$ cat config.mk
export PLATFORM = sky130hd
export DESIGN_NAME = prog_mem_loader
export DESIGN_NICKNAME = d
export VERILOG_FILES = /design/src/rtl/prog_mem_loader_pkg.sv /design/src/rtl/pml_timeout.sv /design/src/rtl/prog_mem_loader.sv
export SDC_FILE = /design/constraint.sdc
export NUM_CORES = 1
export LEC_CHECK = 0
export BUFFER_PORTS_ARGS = -buffer_cell sky130_fd_sc_hd__buf_2
export CELL_PAD_IN_SITES_DETAIL_PLACEMENT = 2
export CELL_PAD_IN_SITES_GLOBAL_PLACEMENT = 2
export CORE_MARGIN = 2
export CORE_UTILIZATION = 33
export DETAILED_ROUTE_END_ITERATION = 10
export MAX_ROUTING_LAYER = met4
export PLACE_DENSITY = 0.82
export SYNTH_ARGS = -nofsm -noshare
export SYNTH_HDL_FRONTEND = slang
export SYNTH_SLANG_ARGS = --single-unit
$ cat constraint.sdc
create_clock -name clk -period 5.1 [get_ports clk]
set_input_delay 0.255 -clock clk [delete_from_list [all_inputs] [get_ports clk]]
set_output_delay 0.255 -clock clk [all_outputs]
set_load 0.005 [all_outputs]
$ cat src/rtl/prog_mem_loader_pkg.sv
// rtl/prog_mem_loader_pkg.sv - shared states and constants for the program memory loader
package prog_mem_loader_pkg;

    typedef enum logic [3:0] {
        S_IDLE,
        S_LEN_HI,
        S_LEN_LO,
        S_B0,
        S_B1,
        S_B2,
        S_WR,
        S_CSUM,
        S_ERR
    } pml_state_t;

    localparam logic [7:0] SYNC_BYTE_DEF = 8'hA5;
    localparam logic [3:0] MEM_WE_INSTR  = 4'b0011;

endpackage

$ cat src/rtl/pml_timeout.sv
// rtl/pml_timeout.sv - idle-gap watchdog: reloads on clear or while disabled, expires after TIMEOUT_CYCLES idle clocks
module pml_timeout #(
    parameter int TIMEOUT_CYCLES = 1000000
) (
    input  logic clk,
    input  logic rst_n,
    input  logic clear,
    input  logic enable,
    output logic expired
);

    localparam int CW = (TIMEOUT_CYCLES > 1) ? $clog2(TIMEOUT_CYCLES) : 1;
    localparam logic [CW-1:0] LOAD = (TIMEOUT_CYCLES > 0) ? CW'(TIMEOUT_CYCLES - 1) : '0;

    logic [CW-1:0] cnt;

    always_ff @(posedge clk or negedge rst_n) begin
        if (!rst_n) begin
            cnt <= LOAD;
        end else if (clear || !enable) begin
            cnt <= LOAD;
        end else if (cnt != '0) begin
            cnt <= cnt - 1'b1;
        end
    end

    // Zero means the watchdog is disabled; a byte arriving this cycle always wins.
    assign expired = (TIMEOUT_CYCLES != 0) && enable && !clear && (cnt == '0);

endmodule

$ cat src/rtl/prog_mem_loader.sv
// rtl/prog_mem_loader.sv - frames a byte stream into 18-bit instructions for the program BRAM
// Optional trailing checksum byte when PML_CHECKSUM_EN is defined.
module prog_mem_loader
    import prog_mem_loader_pkg::*;
#(
    parameter int         ADDR_W         = 10,
    parameter logic [7:0] SYNC_BYTE      = SYNC_BYTE_DEF,
    parameter int         TIMEOUT_CYCLES = 1000000
) (
    input  logic              clk,
    input  logic              rst_n,
    input  logic [7:0]        in_data,
    input  logic              in_valid,
    output logic              in_ready,
    output logic [ADDR_W-1:0] mem_addr,
    output logic [17:0]       mem_wdata,
    output logic [3:0]        mem_we,
    output logic              cpu_reset,
    output logic              load_done,
    output logic              load_err
);

    localparam logic [16:0] DEPTH = 17'd1 << ADDR_W;

    pml_state_t        state;
    pml_state_t        state_nxt;
    logic [7:0]        len_hi;
    logic [15:0]       instr_cnt;
    logic [1:0]        b0;
    logic [7:0]        b1;
    logic [ADDR_W-1:0] addr;
    logic [15:0]       len_w;
    logic              accept;
    logic              is_sync;
    logic              last;
    logic              finish;
    logic              tmo_en;
    logic              tmo_expired;
`ifdef PML_CHECKSUM_EN
    logic [7:0]        csum;
`endif

    assign in_ready = (state != S_WR);
    assign accept   = in_valid && in_ready;
    assign is_sync  = (in_data == SYNC_BYTE);
    assign len_w    = {len_hi, in_data};
    assign last     = (instr_cnt == 16'd1);
    assign tmo_en   = !(state inside {S_IDLE, S_ERR, S_WR});
    assign mem_we   = (state == S_WR) ? MEM_WE_INSTR : 4'b0000;
    assign mem_addr = addr;

    pml_timeout #(
        .TIMEOUT_CYCLES(TIMEOUT_CYCLES)
    ) u_timeout (
        .clk    (clk),
        .rst_n  (rst_n),
        .clear  (accept),
        .enable (tmo_en),
        .expired(tmo_expired)
    );

    always_comb begin
        state_nxt = state;
        finish    = 1'b0;
        case (state)
            S_IDLE, S_ERR: if (accept && is_sync) state_nxt = S_LEN_HI;
            S_LEN_HI:      if (accept) state_nxt = S_LEN_LO;
            S_LEN_LO:      if (accept) state_nxt = ((len_w == 16'd0) || ({1'b0, len_w} > DEPTH)) ? S_ERR : S_B0;
            S_B0:          if (accept) state_nxt = S_B1;
            S_B1:          if (accept) state_nxt = S_B2;
            S_B2:          if (accept) state_nxt = S_WR;
            S_WR: begin
                if (!last) begin
                    state_nxt = S_B0;
                end else begin
`ifdef PML_CHECKSUM_EN
                    state_nxt = S_CSUM;
`else
                    state_nxt = S_IDLE;
                    finish    = 1'b1;
`endif
                end
            end
            S_CSUM: begin
`ifdef PML_CHECKSUM_EN
                if (accept) begin
                    if (in_data == csum) begin
                        state_nxt = S_IDLE;
                        finish    = 1'b1;
                    end else begin
                        state_nxt = S_ERR;
                    end
                end
`else
                state_nxt = S_IDLE;
`endif
            end
            default: state_nxt = S_IDLE;
        endcase
        if (tmo_expired) state_nxt = S_ERR;
    end

    always_ff @(posedge clk or negedge rst_n) begin
        if (!rst_n) state <= S_IDLE;
        else        state <= state_nxt;
    end

    always_ff @(posedge clk or negedge rst_n) begin
        if (!rst_n) begin
            len_hi    <= '0;
            instr_cnt <= '0;
            b0        <= '0;
            b1        <= '0;
            addr      <= '0;
            mem_wdata <= '0;
            cpu_reset <= 1'b0;
            load_done <= 1'b0;
            load_err  <= 1'b0;
`ifdef PML_CHECKSUM_EN
            csum      <= '0;
`endif
        end else begin
            load_done <= 1'b0;
            if (accept) begin
                case (state)
                    S_IDLE, S_ERR: begin
                        if (is_sync) begin
                            cpu_reset <= 1'b1;
                            load_err  <= 1'b0;
                            addr      <= '0;
                        end
                    end
                    S_LEN_HI: len_hi    <= in_data;
                    S_LEN_LO: instr_cnt <= len_w;
                    S_B0:     b0        <= in_data[1:0];
                    S_B1:     b1        <= in_data;
                    S_B2:     mem_wdata <= {b0, b1, in_data};
                    default:  ;
                endcase
`ifdef PML_CHECKSUM_EN
                if (state inside {S_IDLE, S_ERR})
                    csum <= '0;
                else if (state inside {S_LEN_HI, S_LEN_LO, S_B0, S_B1, S_B2})
                    csum <= csum ^ in_data;
`endif
            end
            // Hold the address on the final write so a full-depth image never wraps to 0.
            if (state == S_WR) begin
                instr_cnt <= instr_cnt - 16'd1;
                if (!last) addr <= addr + 1'b1;
            end
            if (finish) begin
                load_done <= 1'b1;
                cpu_reset <= 1'b0;
            end
            if (state_nxt == S_ERR) load_err <= 1'b1;
        end
    end

endmodule

==> impl_metrics.json <==
{
  "diodes": 0,
  "syn-instance-count": 455,
  "cts_hold_buf": 1,
  "synth_area_leaders": "dfrtp_1 42%, mux2_2 8.6%, dfstp_2 6.9%, o21ai_0 3.7%, nor2_1 2.9%",
  "die_area_um2": 14900,
  "yosysUniqueCellTypes": 64,
  "fin_nets": 508,
  "clk_latency_ps": 350,
  "place_ws_ps": 2050,
  "die_w_um": 122,
  "setup-tns-final_ps": 0,
  "clkSinkCount": 89,
  "core_um2": 13700,
  "timing.rr.start": "state[2]",
  "netlist.area_leader.share": 0.420,
  "worstPathArrival_ps": 3320,
  "setup_viol": 0,
  "fin_crit_sh": 0.599,
  "synth-edff-count": 0,
  "worstMarginPinSlew_ps": 1050,
  "row_count": 43,
  "wl_um": 13500,
  "clk_pin_slew_ps": 70,
  "outcome": "completed",
  "synth_top_flop_cell": "dfrtp_1",
  "finalPower_mw": 2.70,
  "hold_viol": 0,
  "cts_tree": "built",
  "worstPathMaxFanout": 23,
  "grt_pass1_vias": 4158,
  "antenna_found_initial": 0,
  "htreeDepth": 3,
  "final_max_slew_viol_count": 0,
  "yosysTopAreaCell": "dfrtp_1",
  "initial_core_util": 0.335,
  "dr.pass1.iters": 4,
  "p_per_area_nw_per_um2": 516,
  "seq_area_frac_synth": 0.489,
  "r2r_slack_ps": 2040,
  "grt_pass1_wl_um": 22200,
  "drtAntennaViolNets": 0,
  "setup.worst_path.start": "state[2]",
  "cts-root-buf": "clkbuf_16",
  "cap_violations": 0,
  "clockBufferDepth": 2,
  "cp-start-kind": "register",
  "cts_setup_buffers": 0,
  "post_synth.cell_area_avg_um2": 10.1,
  "drtIter0Drc": 247,
  "route.detailed.drc": 0,
  "drive_above_1_share": 0.251,
  "synthArstFlopShare": 1.00,
  "via_per_inst": 5.54,
  "period_needed_ps": 3060,
  "cts_made_buffers": 9,
  "fin_worst_skew_ps": 7.86,
  "hold_path.class": "in2reg",
  "max-vdd-ir-drop_mv": 0.227,
  "netlist_area_um2": 4590,
  "wl_per_cell_um": 19.9,
  "die_h_um": 122,
  "maxSlewHeadroom": 0.293,
  "dp_cells": 661,
  "fmax_mhz": 327,
  "hold_path_depth": 3,
  "critPathKind": "reg2reg",
  "cp_data_required_time_ps": 5360,
  "grtUsageTotal": 0.200,
  "synth-warning-count": 0,
  "end_kind": "register",
  "grt_overflow": 0,
  "rsz0062_at_grt": "false",
  "finalNonFillerCells": 678,
  "vias": 3759,
  "io_buffer_count": 44,
  "post_cts_resized": 0,
  "setup_slack_ps": 2040,
  "rr_worst_depth": 6,
  "synth-seq-cells": 89,
  "pin_count": 47,
  "p_leak_nw": 2.16,
  "final_util": 0.381,
  "hp-start": "in_data[2]",
  "syn_to_final_growth_pct": 13.8,
  "gp_congestion": 0.818,
  "grt_start_max_net_pins": 50,
  "dp_hpwl_um": 9690
}
==> cell usage after synthesis, types with 3 or more instances <==
library cell and instances:
nor2b_1 6, nand2b_1 8, a21oi_1 24, dfstp_2 12
buf_2 3, xnor2_1 6, nor2_1 35, ha_1 4
o21ai_0 34, nand4_1 4, o22ai_1 4, clkbuf_1 9
xor2_1 6, mux2i_1 4, a22oi_1 3, mux2_2 35
dfrtp_1 77, nor4_1 11, and3_1 3, o31ai_1 3
nand3b_1 3, a31oi_1 4, o211ai_1 7, buf_4 5
nand3_1 20, or3_1 9, nor3_1 24, and4_1 4
inv_1 11, buf_6 3, nand2_1 29
==> cell usage in the layout (no fill, tap or decap), types with 7 or more instances in the layout <==
cell type  synthesis  layout
nand3_1           20      20
mux2_2            35      35
nor4_1            11      11
dfrtp_1           77      77
o21ai_0           34      34
o211ai_1           7       7
nor2_1            35      35
dfstp_2           12      12
clkbuf_16          0       9
inv_1             11      11
nand2b_1           8       8
nor3_1            24      24
buf_2              3      43
or3_1              9       9
nand2_1           29      29
a21oi_1           24      24
==> kinds of logic (layout without fill, tap and decap cells) <==
logic type,after synthesis,after routing,synth area share
simple gates,179,179,0.215
compound gates,98,98,0.130
flops,89,89,0.489
mux,39,39,0.0946
buf+inv,33,75,0.0368
xor+xnor,12,12,0.0229
fa+ha+maj,4,4,0.0109
other cells,1,2,0.000817
==> report_power, final <==
group | total (mW) | internal, mW | switching (mW)
Combinational | 0.840 | 0.399 | 0.441
Sequential | 1.22 | 0.959 | 0.261
Clock | 0.635 | 0.337 | 0.299
Total | 2.70 | 1.69 | 1.00
==> per-stage QoR <==
stage               hold slack [ps]  instance area (um^2)
CTS                             227                  5220
detailed placement              289                  4940
global placement                289                  4940
floorplan                     -40.6                  4590
finish                          238                  5220
global route                    256                  5220
==> path summary, 6_finish.rpt <==
kind / endpoint
setup reg to reg: mem_addr[3]
hold / removal: len_hi[2]
max in group asynchronous: mem_addr[3]
hold reg to reg: load_err
setup / recovery: mem_addr[3]
min in group asynchronous: u_timeout.cnt[6]
==> metal layers <==
layer / track usage / vias to the layer above / wire (um)
met5: - / - / 0
met2: 0.330 / 57 / 6780
met1: 0.250 / 1946 / 6070
met3: 0.0272 / 15 / 373
li1: - / 1741 / -
met4: 0.0754 / 0 / 242
==> final cells by class <==
type                            instances  area [um^2]
Fill cell                            1505         8500
Sequential cell                        89         2240
Multi-Input combinational cell        334         2180
Timing Repair Buffer                   48          255
Clock buffer                            9          225
Tap cell                              180          225
Clock inverter                          7         52.6
Inverter                               11         41.3
==> worst max-delay path, stage by stage, from the launching register on <==
cell	delay, ps
dfrtp_1	760
nand3b_1	190
nand2b_1	540
inv_1	600
o21ai_1	300
or3_1	410
a21boi_0	160
==> sequential cells by signal, summed over array words and instances, names as in the netlist <==
| register | flops |
|---|---|
| state | 4 |
| load_err | 1 |
| instr_cnt | 16 |
| u_timeout.cnt | 20 |
| mem_wdata | 18 |
| cpu_reset | 1 |
| mem_addr | 10 |
| b0 | 2 |
| b1 | 8 |
| load_done | 1 |
| len_hi | 8 |
No activity file was read; power rests on OpenSTA's default activity.
